## config.mk

```make
export PLATFORM = sky130hd
export DESIGN_NAME = rw_pulse_monitor
export DESIGN_NICKNAME = d
export VERILOG_FILES = /design/src/rtl/rw_pulse_monitor_pkg.sv /design/src/rtl/rw_pulse_monitor_chan.sv /design/src/rtl/rw_pulse_monitor.sv
export SDC_FILE = /design/constraint.sdc
export NUM_CORES = 1
export LEC_CHECK = 0
export BUFFER_PORTS_ARGS = -buffer_cell sky130_fd_sc_hd__buf_2
export CORE_AREA = 2 2 81 83
export DETAILED_ROUTE_END_ITERATION = 7
export DIE_AREA = 0 0 83 85
export PLACE_DENSITY_LB_ADDON = 0.05
export SYNTH_ARGS = -nofsm -noshare
export SYNTH_HDL_FRONTEND = slang
export SYNTH_SLANG_ARGS = --single-unit
```

## constraint.sdc

```tcl
create_clock -name i_clk -period 2.3 [get_ports i_clk]
set_input_delay 0.46 -clock i_clk [delete_from_list [all_inputs] [get_ports i_clk]]
set_output_delay 0.46 -clock i_clk [all_outputs]
set_load 0.005 [all_outputs]
```

## src/rtl/rw_pulse_monitor_pkg.sv

```systemverilog
// Shared types and helpers for the rw_pulse_monitor checker: channel FSM states,
// 2-bit fail cause codes and the counter-width helper.
package rw_pulse_monitor_pkg;

  typedef enum logic [2:0] {
    ST_IDLE  = 3'd0,
    ST_COUNT = 3'd1,
    ST_DRAIN = 3'd2,
    ST_PASS  = 3'd3,
    ST_FAIL  = 3'd4
  } state_e;

  typedef enum logic [1:0] {
    FC_NONE        = 2'd0,
    FC_EARLY_DONE  = 2'd1,
    FC_EXTRA_PULSE = 2'd2,
    FC_TIMEOUT     = 2'd3
  } fail_code_e;

  // Bits needed to hold values 0..max_val inclusive.
  function automatic int cnt_width(input int max_val);
    return (max_val < 1) ? 1 : $clog2(max_val + 1);
  endfunction

endpackage

```

## src/rtl/rw_pulse_monitor_chan.sv

```systemverilog
// One monitored channel: wr/rd edge detect, saturating rise counters,
// pass/fail FSM and the rd pulse-width checker.
module rw_pulse_monitor_chan
  import rw_pulse_monitor_pkg::*;
#(
  parameter int EXP_CNT = 5,
  parameter int RD_HOLD = 2,
  parameter int CNT_W   = cnt_width(EXP_CNT)
) (
  input  logic             i_clk,
  input  logic             i_rst,
  input  logic             i_wr,
  input  logic             i_rd,
  input  logic             i_done_rise,
  input  logic             i_tmo_hit,
  output logic [CNT_W-1:0] o_wr_cnt,
  output logic [CNT_W-1:0] o_rd_cnt,
  output logic             o_rd_width_err,
  output logic             o_pass,
  output logic             o_fail,
  output logic [1:0]       o_fail_code
);

  localparam int                HOLD_W = cnt_width(RD_HOLD);
  localparam logic [CNT_W-1:0]  EXP_C  = CNT_W'(EXP_CNT);
  localparam logic [HOLD_W-1:0] HOLD_C = HOLD_W'(RD_HOLD);

  state_e            r_state, w_state_nxt;
  fail_code_e        r_code, w_code_nxt;
  logic              r_wr_q, r_rd_q;
  logic [CNT_W-1:0]  r_wr_cnt, r_rd_cnt, w_wr_cnt_nxt, w_rd_cnt_nxt;
  logic [HOLD_W-1:0] r_hold_cnt;
  logic              r_hold_stop, r_width_err, r_pass, r_fail;
  logic              w_wr_rise, w_rd_rise, w_wr_sat, w_rd_sat, w_extra;

  assign w_wr_rise = i_wr & ~r_wr_q;
  assign w_rd_rise = i_rd & ~r_rd_q;
  assign w_wr_sat  = (r_wr_cnt == EXP_C);
  assign w_rd_sat  = (r_rd_cnt == EXP_C);
  assign w_extra   = (w_wr_rise & w_wr_sat) | (w_rd_rise & w_rd_sat);

  // Next-state, counter and cause-code decode; extra pulses outrank done.
  always_comb begin
    w_state_nxt  = r_state;
    w_code_nxt   = r_code;
    w_wr_cnt_nxt = r_wr_cnt;
    w_rd_cnt_nxt = r_rd_cnt;
    case (r_state)
      ST_IDLE: w_state_nxt = ST_COUNT;
      ST_COUNT: begin
        if (w_wr_rise && !w_wr_sat) w_wr_cnt_nxt = r_wr_cnt + CNT_W'(1);
        else                        w_wr_cnt_nxt = r_wr_cnt;
        if (w_rd_rise && !w_rd_sat) w_rd_cnt_nxt = r_rd_cnt + CNT_W'(1);
        else                        w_rd_cnt_nxt = r_rd_cnt;
        if (i_tmo_hit) begin
          w_state_nxt = ST_FAIL;
          w_code_nxt  = FC_TIMEOUT;
        end else if (w_extra) begin
          w_state_nxt = ST_FAIL;
          w_code_nxt  = FC_EXTRA_PULSE;
        end else if (i_done_rise) begin
          w_state_nxt = ST_FAIL;
          w_code_nxt  = FC_EARLY_DONE;
        end else if (w_wr_cnt_nxt == EXP_C && w_rd_cnt_nxt == EXP_C) begin
          w_state_nxt = ST_DRAIN;
        end else begin
          w_state_nxt = ST_COUNT;
        end
      end
      ST_DRAIN: begin
        if (i_tmo_hit) begin
          w_state_nxt = ST_FAIL;
          w_code_nxt  = FC_TIMEOUT;
        end else if (w_wr_rise || w_rd_rise) begin
          w_state_nxt = ST_FAIL;
          w_code_nxt  = FC_EXTRA_PULSE;
        end else if (i_done_rise && i_rd) begin
          w_state_nxt = ST_FAIL;
          w_code_nxt  = FC_EARLY_DONE;
        end else if (i_done_rise && !i_wr) begin
          w_state_nxt = ST_PASS;
        end else begin
          w_state_nxt = ST_DRAIN;
        end
      end
      ST_PASS, ST_FAIL: w_state_nxt = r_state;
      default: begin
        w_state_nxt = ST_IDLE;
        w_code_nxt  = FC_NONE;
      end
    endcase
  end

  // State, counters, edge history and sticky verdict registers.
  always_ff @(posedge i_clk) begin
    if (i_rst) begin
      r_state  <= ST_IDLE;
      r_code   <= FC_NONE;
      r_wr_cnt <= '0;
      r_rd_cnt <= '0;
      r_wr_q   <= 1'b0;
      r_rd_q   <= 1'b0;
      r_pass   <= 1'b0;
      r_fail   <= 1'b0;
    end else begin
      r_state  <= w_state_nxt;
      r_code   <= w_code_nxt;
      r_wr_cnt <= w_wr_cnt_nxt;
      r_rd_cnt <= w_rd_cnt_nxt;
      r_wr_q   <= i_wr;
      r_rd_q   <= i_rd;
      r_pass   <= (w_state_nxt == ST_PASS);
      r_fail   <= (w_state_nxt == ST_FAIL);
    end
  end

  // rd high-time checker; an overlong pulse is flagged once, then ignored until rd falls.
  always_ff @(posedge i_clk) begin
    if (i_rst) begin
      r_hold_cnt  <= '0;
      r_hold_stop <= 1'b0;
      r_width_err <= 1'b0;
    end else if (r_state == ST_IDLE) begin
      r_hold_cnt  <= '0;
      r_hold_stop <= 1'b0;
      r_width_err <= 1'b0;
    end else begin
      r_width_err <= 1'b0;
      if (w_rd_rise) begin
        r_hold_cnt  <= HOLD_W'(1);
        r_hold_stop <= 1'b0;
      end else if (i_rd && r_rd_q) begin
        if (!r_hold_stop && r_hold_cnt == HOLD_C) begin
          r_width_err <= 1'b1;
          r_hold_stop <= 1'b1;
        end else if (!r_hold_stop) begin
          r_hold_cnt <= r_hold_cnt + HOLD_W'(1);
        end else begin
          r_hold_cnt <= r_hold_cnt;
        end
      end else if (!i_rd && r_rd_q) begin
        r_width_err <= !r_hold_stop && (r_hold_cnt != HOLD_C);
        r_hold_cnt  <= '0;
        r_hold_stop <= 1'b0;
      end else begin
        r_hold_cnt <= r_hold_cnt;
      end
    end
  end

  assign o_wr_cnt       = r_wr_cnt;
  assign o_rd_cnt       = r_rd_cnt;
  assign o_rd_width_err = r_width_err;
  assign o_pass         = r_pass;
  assign o_fail         = r_fail;
  assign o_fail_code    = r_code;

endmodule

```

## src/rtl/rw_pulse_monitor.sv

```systemverilog
// rw_pulse_monitor top: shared done edge detect, optional arming timeout
// (enabled by defining RW_PULSE_MONITOR_TIMEOUT_EN) and per-channel checkers.
module rw_pulse_monitor
  import rw_pulse_monitor_pkg::*;
#(
  parameter int NCH     = 2,
  parameter int EXP_CNT = 5,
  parameter int RD_HOLD = 2,
  parameter int TIMEOUT = 64,
  localparam int CNT_W  = cnt_width(EXP_CNT)
) (
  input  logic                 i_clk,
  input  logic                 i_rst,
  input  logic [NCH-1:0]       i_wr,
  input  logic [NCH-1:0]       i_rd,
  input  logic                 i_done,
  output logic [NCH*CNT_W-1:0] o_wr_cnt,
  output logic [NCH*CNT_W-1:0] o_rd_cnt,
  output logic [NCH-1:0]       o_rd_width_err,
  output logic [NCH-1:0]       o_pass,
  output logic [NCH-1:0]       o_fail,
  output logic [NCH*2-1:0]     o_fail_code,
  output logic                 o_all_pass
);

  logic r_done_q;
  logic w_done_rise;
  logic w_tmo_hit;

  // done edge history, shared by every channel.
  always_ff @(posedge i_clk) begin
    if (i_rst) r_done_q <= 1'b0;
    else       r_done_q <= i_done;
  end

  assign w_done_rise = i_done & ~r_done_q;

`ifdef RW_PULSE_MONITOR_TIMEOUT_EN
  localparam int               TMO_W = cnt_width(TIMEOUT);
  localparam logic [TMO_W-1:0] TMO_C = TMO_W'(TIMEOUT);

  logic             r_armed;
  logic [TMO_W-1:0] r_tmo_cnt;

  // Cycle budget from arming; freezes once the limit is reached.
  always_ff @(posedge i_clk) begin
    if (i_rst) begin
      r_armed   <= 1'b0;
      r_tmo_cnt <= '0;
    end else begin
      r_armed <= 1'b1;
      if (r_armed && r_tmo_cnt != TMO_C) r_tmo_cnt <= r_tmo_cnt + TMO_W'(1);
      else                               r_tmo_cnt <= r_tmo_cnt;
    end
  end

  assign w_tmo_hit = (r_tmo_cnt == TMO_C);
`else
  // No timeout in this build; TIMEOUT only appears in a constant-false term.
  assign w_tmo_hit = (TIMEOUT < 32'sd0);
`endif

  for (genvar g = 0; g < NCH; g++) begin : g_chan
    rw_pulse_monitor_chan #(
      .EXP_CNT (EXP_CNT),
      .RD_HOLD (RD_HOLD),
      .CNT_W   (CNT_W)
    ) u_chan (
      .i_clk          (i_clk),
      .i_rst          (i_rst),
      .i_wr           (i_wr[g]),
      .i_rd           (i_rd[g]),
      .i_done_rise    (w_done_rise),
      .i_tmo_hit      (w_tmo_hit),
      .o_wr_cnt       (o_wr_cnt[g*CNT_W +: CNT_W]),
      .o_rd_cnt       (o_rd_cnt[g*CNT_W +: CNT_W]),
      .o_rd_width_err (o_rd_width_err[g]),
      .o_pass         (o_pass[g]),
      .o_fail         (o_fail[g]),
      .o_fail_code    (o_fail_code[g*2 +: 2])
    );
  end

  assign o_all_pass = &o_pass;

endmodule

```

## Word-level counts from Yosys, hierarchy flattened

Index checks and enable logic that the tools add are counted.

- Register bits: 39
- Latch bits: 0
- Bits in writable memories: 0
- Bits in read-only memories: 0
- Output and inout port bits: 23
- Word-level logic and storage cells: 193
- Memories: 0

- Add/subtract/negate cells: 6
- Multiply operators: 0
- Div/mod/pow operators: 0
- $lt $le $gt $ge: 0
- Eq/ne operators: 38
- Shift operators: 0
- Mux-type cells: 53
- Bitwise operators: 18
- Reduce and logical (&&, ||, !) cells: 53

Operators by type and width:

| operator | count |
|---|---|
| $mux 3 | 16 |
| $eq 3x3->1 const B | 12 |
| $mux 2 | 17 |
| $pmux 3 s4 | 2 |
| $eq 3x2->1 const B | 6 |
| $logic_and 1x1->1 | 18 |
| $reduce_and 3->1 | 6 |
| $mux 1 | 16 |
| $ne 2x2->1 const B | 8 |
| $add 3x1->3 const B | 4 |
| $pmux 2 s3 | 2 |
| $reduce_or 3->1 | 4 |
| $logic_not 1->1 | 10 |
| $and 1x1->1 | 9 |
| $ne 3x1->1 const B | 3 |
| $ne 3x2->1 const B | 3 |
| $reduce_or 2->1 | 4 |
| $not 1->1 | 7 |
| $eq 3x1->1 const B | 2 |
| $logic_not 3->1 | 2 |
| $ne 3x3->1 const B | 2 |
| $reduce_and 2->1 | 3 |
| $reduce_bool 3->1 | 2 |
| $add 2x1->2 const B | 2 |
| other kinds (4) | 8 |

## Longest topological paths before layout

- Depth in word-level cells: 12
- Mapped depth: 7
- Gate-level depth less buffers: 7

## Modules after synthesis

A second synthesis with hierarchy kept.

- Cell total of the unflattened synthesis: 258
- Area, all modules: 2177.1 um2

Modules (own cells, without submodules):

| module | instances | cells an instance | area each (um2) |
|---|---|---|---|
| rw_pulse_monitor_chan (g_chan[0].u_chan) | 1 | 128 | 1061.0 |
| rw_pulse_monitor_chan (g_chan[1].u_chan) | 1 | 125 | 1058.5 |
| rw_pulse_monitor | 1 | 5 | 57.6 |

## Least setup slack after synthesis

OpenSTA, ideal clock, no wires.

- Kind: register to register
- From: register g_chan[0].u_chan.r_rd_cnt[1]
- To: register g_chan[0].u_chan.r_state[0]
- Library setup time: 0.126 ns
- Data arrival time: 1.577 ns
- Data required time: 2.174 ns
- Path slack: 0.597 ns
- Stages on the path, launching flop included: 8
- Path buffers: 0
- Cell sequence: dfxtp_1 > inv_1 > ha_1 > inv_1 > nor2_1 > a22oi_2 > or4_4 > o2bb2ai_1

- Longest elaborated chain between the ends: 11

Ends and longest elaborated chain:

| item | RTL line | source |
|---|---|---|
| start, declared | rw_pulse_monitor_chan.sv:31 | `logic [CNT_W-1:0] r_wr_cnt, r_rd_cnt, w_wr_cnt_nxt, w_rd_cnt_nxt;` |
| start signal, assigned | rw_pulse_monitor_chan.sv:109 | `r_rd_cnt <= w_rd_cnt_nxt;` |
| parallel branches: the longest is 9 deep, another holds $add 3x1->3 | n/a |  |
| $mux 3 (*) | rw_pulse_monitor_chan.sv:58 | `end else if (w_extra) begin` |
| $pmux 3 s4 (*) | rw_pulse_monitor_chan.sv:48 | `case (r_state)` |
| end signal, assigned | rw_pulse_monitor_chan.sv:106 | `r_state <= w_state_nxt;` |
| end, declared | rw_pulse_monitor_chan.sv:28 | `state_e r_state, w_state_nxt;` |

Every way passes the cells marked *. The select of a mux whose other input is x is not followed.
A chain may end at the register's enable or synchronous reset.

## Final worst setup path

- From: register g_chan[0].u_chan.r_rd_cnt[0]
- To: register g_chan[0].u_chan.r_state[0]

The elaborated chain is that of the path after synthesis.

==> impl_metrics.yaml <==
status:
  run_status: "completed"
yosys:
  synth.largest_area_cell: "dfxtp_1"
  synth_edf_count: 0
  ys_top_cells_by_area: "dfxtp_1 (36%), ha_1 (5.7%), nor2_1 (5.5%)"
  yosys_most_used_dff: "dfxtp_1"
  synthCells: 264
  yosysWarnings: 0
  ys_ff_latch: 39
  async_flop_share_pct: 0
  synth_top_area_share_pct: 35.58
  netlist_area_sq_mm: 0.002195
  ys_seq_area_share_pct: 35.58
  synth.distinct_cells: 57
  yosysMostFrequentCell: "dfxtp_1"
  syn_nets: 281
  avgSynthCellArea_sq_um: 8.313
  synthTopCellsByCount: "dfxtp_1 (39), nor2_1 (32), a21oi_1 (21)"
clock_tree:
  ctsLongestPathBuffers: 2
  cts.sinks: 39
  clkLatencyLatePin_ns: 0.29
  root_buffer: "clkbuf_8"
  cts_buffers: 5
  hold_buffers: 0
  path_clk_slew_ns: 0.08
  cts_tree: "done"
  htreeDepth: 2
  cts_setup_buffers: 0
  post_cts_resized: 0
route:
  drtPass1Iterations: 4
  drtIter0Drc: 85
  vias_per_cell: 5.146
  routed_wl_um: 4684
  antenna_left: 0
  vias: 1863
  routedWlPerCell_um: 12.94
  drc_errors: 0
worst_setup_path:
  crit_arrival_ns: 2.02
  worstPathCellList: "ha_1, nand2_1, a21oi_1, a22oi_2, or4_4, o2bb2ai_1"
  cpPeakStageDelay_ns: 0.54
  cp_slowest_cell: "or4_4"
  worstPathRequired_ns: 2.47
  cp-start-kind: "flip-flop"
  cp_max_fo: 6
  r2r-end: "g_chan[0].u_chan.r_state[0]"
  r2r_setup_slack_ns: 0.45
  worstReg2RegStart: "g_chan[0].u_chan.o_rd_cnt[0]"
  cp-end-kind: "flip-flop"
  r2r_cells: 6
  critPathKind: "flip-flop to flip-flop"
global_route:
  busiest_layer: "met2"
  grt_pass1_vias: 1818
  grt_util_met2_pct: 24.63
  use_met3_pct: 4.086
  grt_pass1_wl_um: 8418
  grt.overflow.total: 0
  antenna_found_initial: 0
  grt_use_met1_pct: 17.80
  track_usage_pct: 14.54
  grt_start_max_net_pins: 36
floorplan:
  io_pins: 30
  die-area_sq_mm: 0.007055
  die_w_um: 83
  fp.coreArea_sq_mm: 0.006205
  die_y_um: 85
  start_util_pct: 35.37
  row_count: 29
min_path:
  hold_depth: 2
  min_from: "i_done"
  worstHoldPathType: "input port to flip-flop"
  hold_end: "r_done_q"
pwr:
  switching_share_pct: 28.07
  leakage_nw: 1.026
  powerDensity_mw_per_mm2: 674.0
  intPower_mw: 1.195
  combPwrFrac_pct: 17.7
  power_switching_mw: 0.4664
  peakVddDrop_v: 0.0002185
  clockPowerShare_pct: 36.3
  seq_power_share_pct: 46.0
sta:
  grt_setup_unrepaired: "false"
  worstMarginPinSlew_ns: 0.6840
  fmax_mhz: 540.7
  hold_viol: 0
  final-setup-viol-count: 0
  fin_ws_ns: 0.4506
  min_period_ns: 1.849
  drv_slew: 0
  setup_tns_ns: 0
  period_share_pct: 80.41
  fin_worst_skew_ns: 0.004796
  max_slew_margin_pct: 54.40
place:
  dp_slack_ns: 0.2678
  port_buffers: 29
  dp_hpwl_um: 3418
  routabilityCongestion: 0.7799
  dp.cells: 354
finish:
  syn2layout_area_growth_pct: 12.31
  nNetsFinal: 301
  n_antenna_cell: 0
  fillers: 651
  stdcell_count: 362
  drive_gt1_share_pct: 16.84
run:
  max_cap_violations: 0
-- sequential cells by signal (all words and copies together), names as in the netlist --
name                          count
r_done_q                          1
g_chan.u_chan.r_state             6
g_chan.u_chan.r_rd_q              2
g_chan.u_chan.r_hold_cnt          4
g_chan.u_chan.r_wr_q              2
g_chan.u_chan.o_rd_cnt            6
g_chan.u_chan.o_pass              2
g_chan.u_chan.o_wr_cnt            6
g_chan.u_chan.r_hold_stop         2
g_chan.u_chan.o_rd_width_err      2
g_chan.u_chan.o_fail_code         4
g_chan.u_chan.o_fail              2
-- cell families (layout without fill, tap and decap cells) --
kind of cell	count (synthesis)	after routing	share of synthesized area, %
XOR/XNOR	6	6	2.395
adder cells (fa/ha/maj)	10	10	5.701
AND/OR/NAND/NOR	104	104	25.03
AO/OA/AOI/OAI	70	70	22.41
buffers and inverters	30	51	6.613
flip-flops	39	39	35.58
multiplexers	5	5	2.281
-- power groups by stage --
stage / clock [mW] / combinational (mW) / sequential, mW
6_report: 0.603 / 0.294 / 0.763
4_1_cts: 0.634 / 0.299 / 0.764
3_3_place_gp: 0 / 0.299 / 0.781
2_1_floorplan: 0 / 0.238 / 0.766
5_1_grt: 0.665 / 0.338 / 0.772
3_5_place_dp: 0 / 0.299 / 0.779
-- cell usage in the layout (no fill, tap or decap), types with 6 or more instances in the layout --
| master | Yosys | routed |
|---|---|---|
| nor2_1 | 32 | 32 |
| buf_2 | 2 | 29 |
| nor2b_1 | 14 | 14 |
| o21ai_0 | 9 | 9 |
| ha_1 | 10 | 10 |
| dfxtp_1 | 39 | 39 |
| a21oi_1 | 21 | 21 |
| nand2b_1 | 8 | 8 |
| inv_1 | 13 | 13 |
| nand2_1 | 20 | 20 |
| clkbuf_8 | 0 | 6 |
-- worst max path at each step --
stage                                       from  depth (start not counted)                     endpoint  slack [ns]
CTS                 g_chan[0].u_chan.o_rd_cnt[0]                          6  g_chan[0].u_chan.r_state[0]        0.46
global route        g_chan[0].u_chan.o_rd_cnt[0]                          6  g_chan[0].u_chan.r_state[0]        0.30
detailed placement                       i_wr[0]                          6  g_chan[0].u_chan.r_state[0]        0.27
floorplan                                i_wr[0]                          6  g_chan[0].u_chan.r_state[0]        0.60
finish              g_chan[0].u_chan.o_rd_cnt[0]                          6  g_chan[0].u_chan.r_state[0]        0.45
global placement                         i_rd[0]                          6  g_chan[0].u_chan.r_state[0]        0.31
-- stage by stage --
step	hold WS [ns]	util, %	total power [mW]	cell area [sq um]
3_3_place_gp	0.4620	37.83	1.080	2347
6_report	0.4154	39.73	1.661	2465
3_5_place_dp	0.4618	37.83	1.078	2347
2_1_floorplan	0.4532	-	1.004	2195
5_1_grt	0.4034	39.73	1.775	2465
4_1_cts	0.4025	39.73	1.697	2465
-- layer usage --
| layer | up-vias | part of all wire (%) | routed length [um] |
|---|---|---|---|
| li1 | 971 | - | - |
| met3 | 4 | 3.2 | 151 |
| met2 | 26 | 49 | 2282 |
| met5 | - | 0 | 0 |
| met1 | 862 | 47 | 2208 |
| met4 | 0 | 0.90 | 42 |
-- worst max-delay path: cells and delay by family (launching register included) --
family | cells | cell delay [ns]
fa+ha+maj | 1 | 0.26
flops | 1 | 0.46
simple gates | 2 | 0.63
compound gates | 3 | 0.38
-- area by class of cell --
cell class              instances  area [sq um]  share of cell area, %
clock buffers                   6         82.58                  3.350
clock inverters                 2         35.03                  1.421
inverters                      13         48.80                  1.980
multi-input cells             195          1269                  51.47
flip-flops and latches         39         780.7                  31.68
well taps                      77         96.34                  3.909
repair buffers                 30         152.6                  6.193
Power figures use the tool's default switching activity.
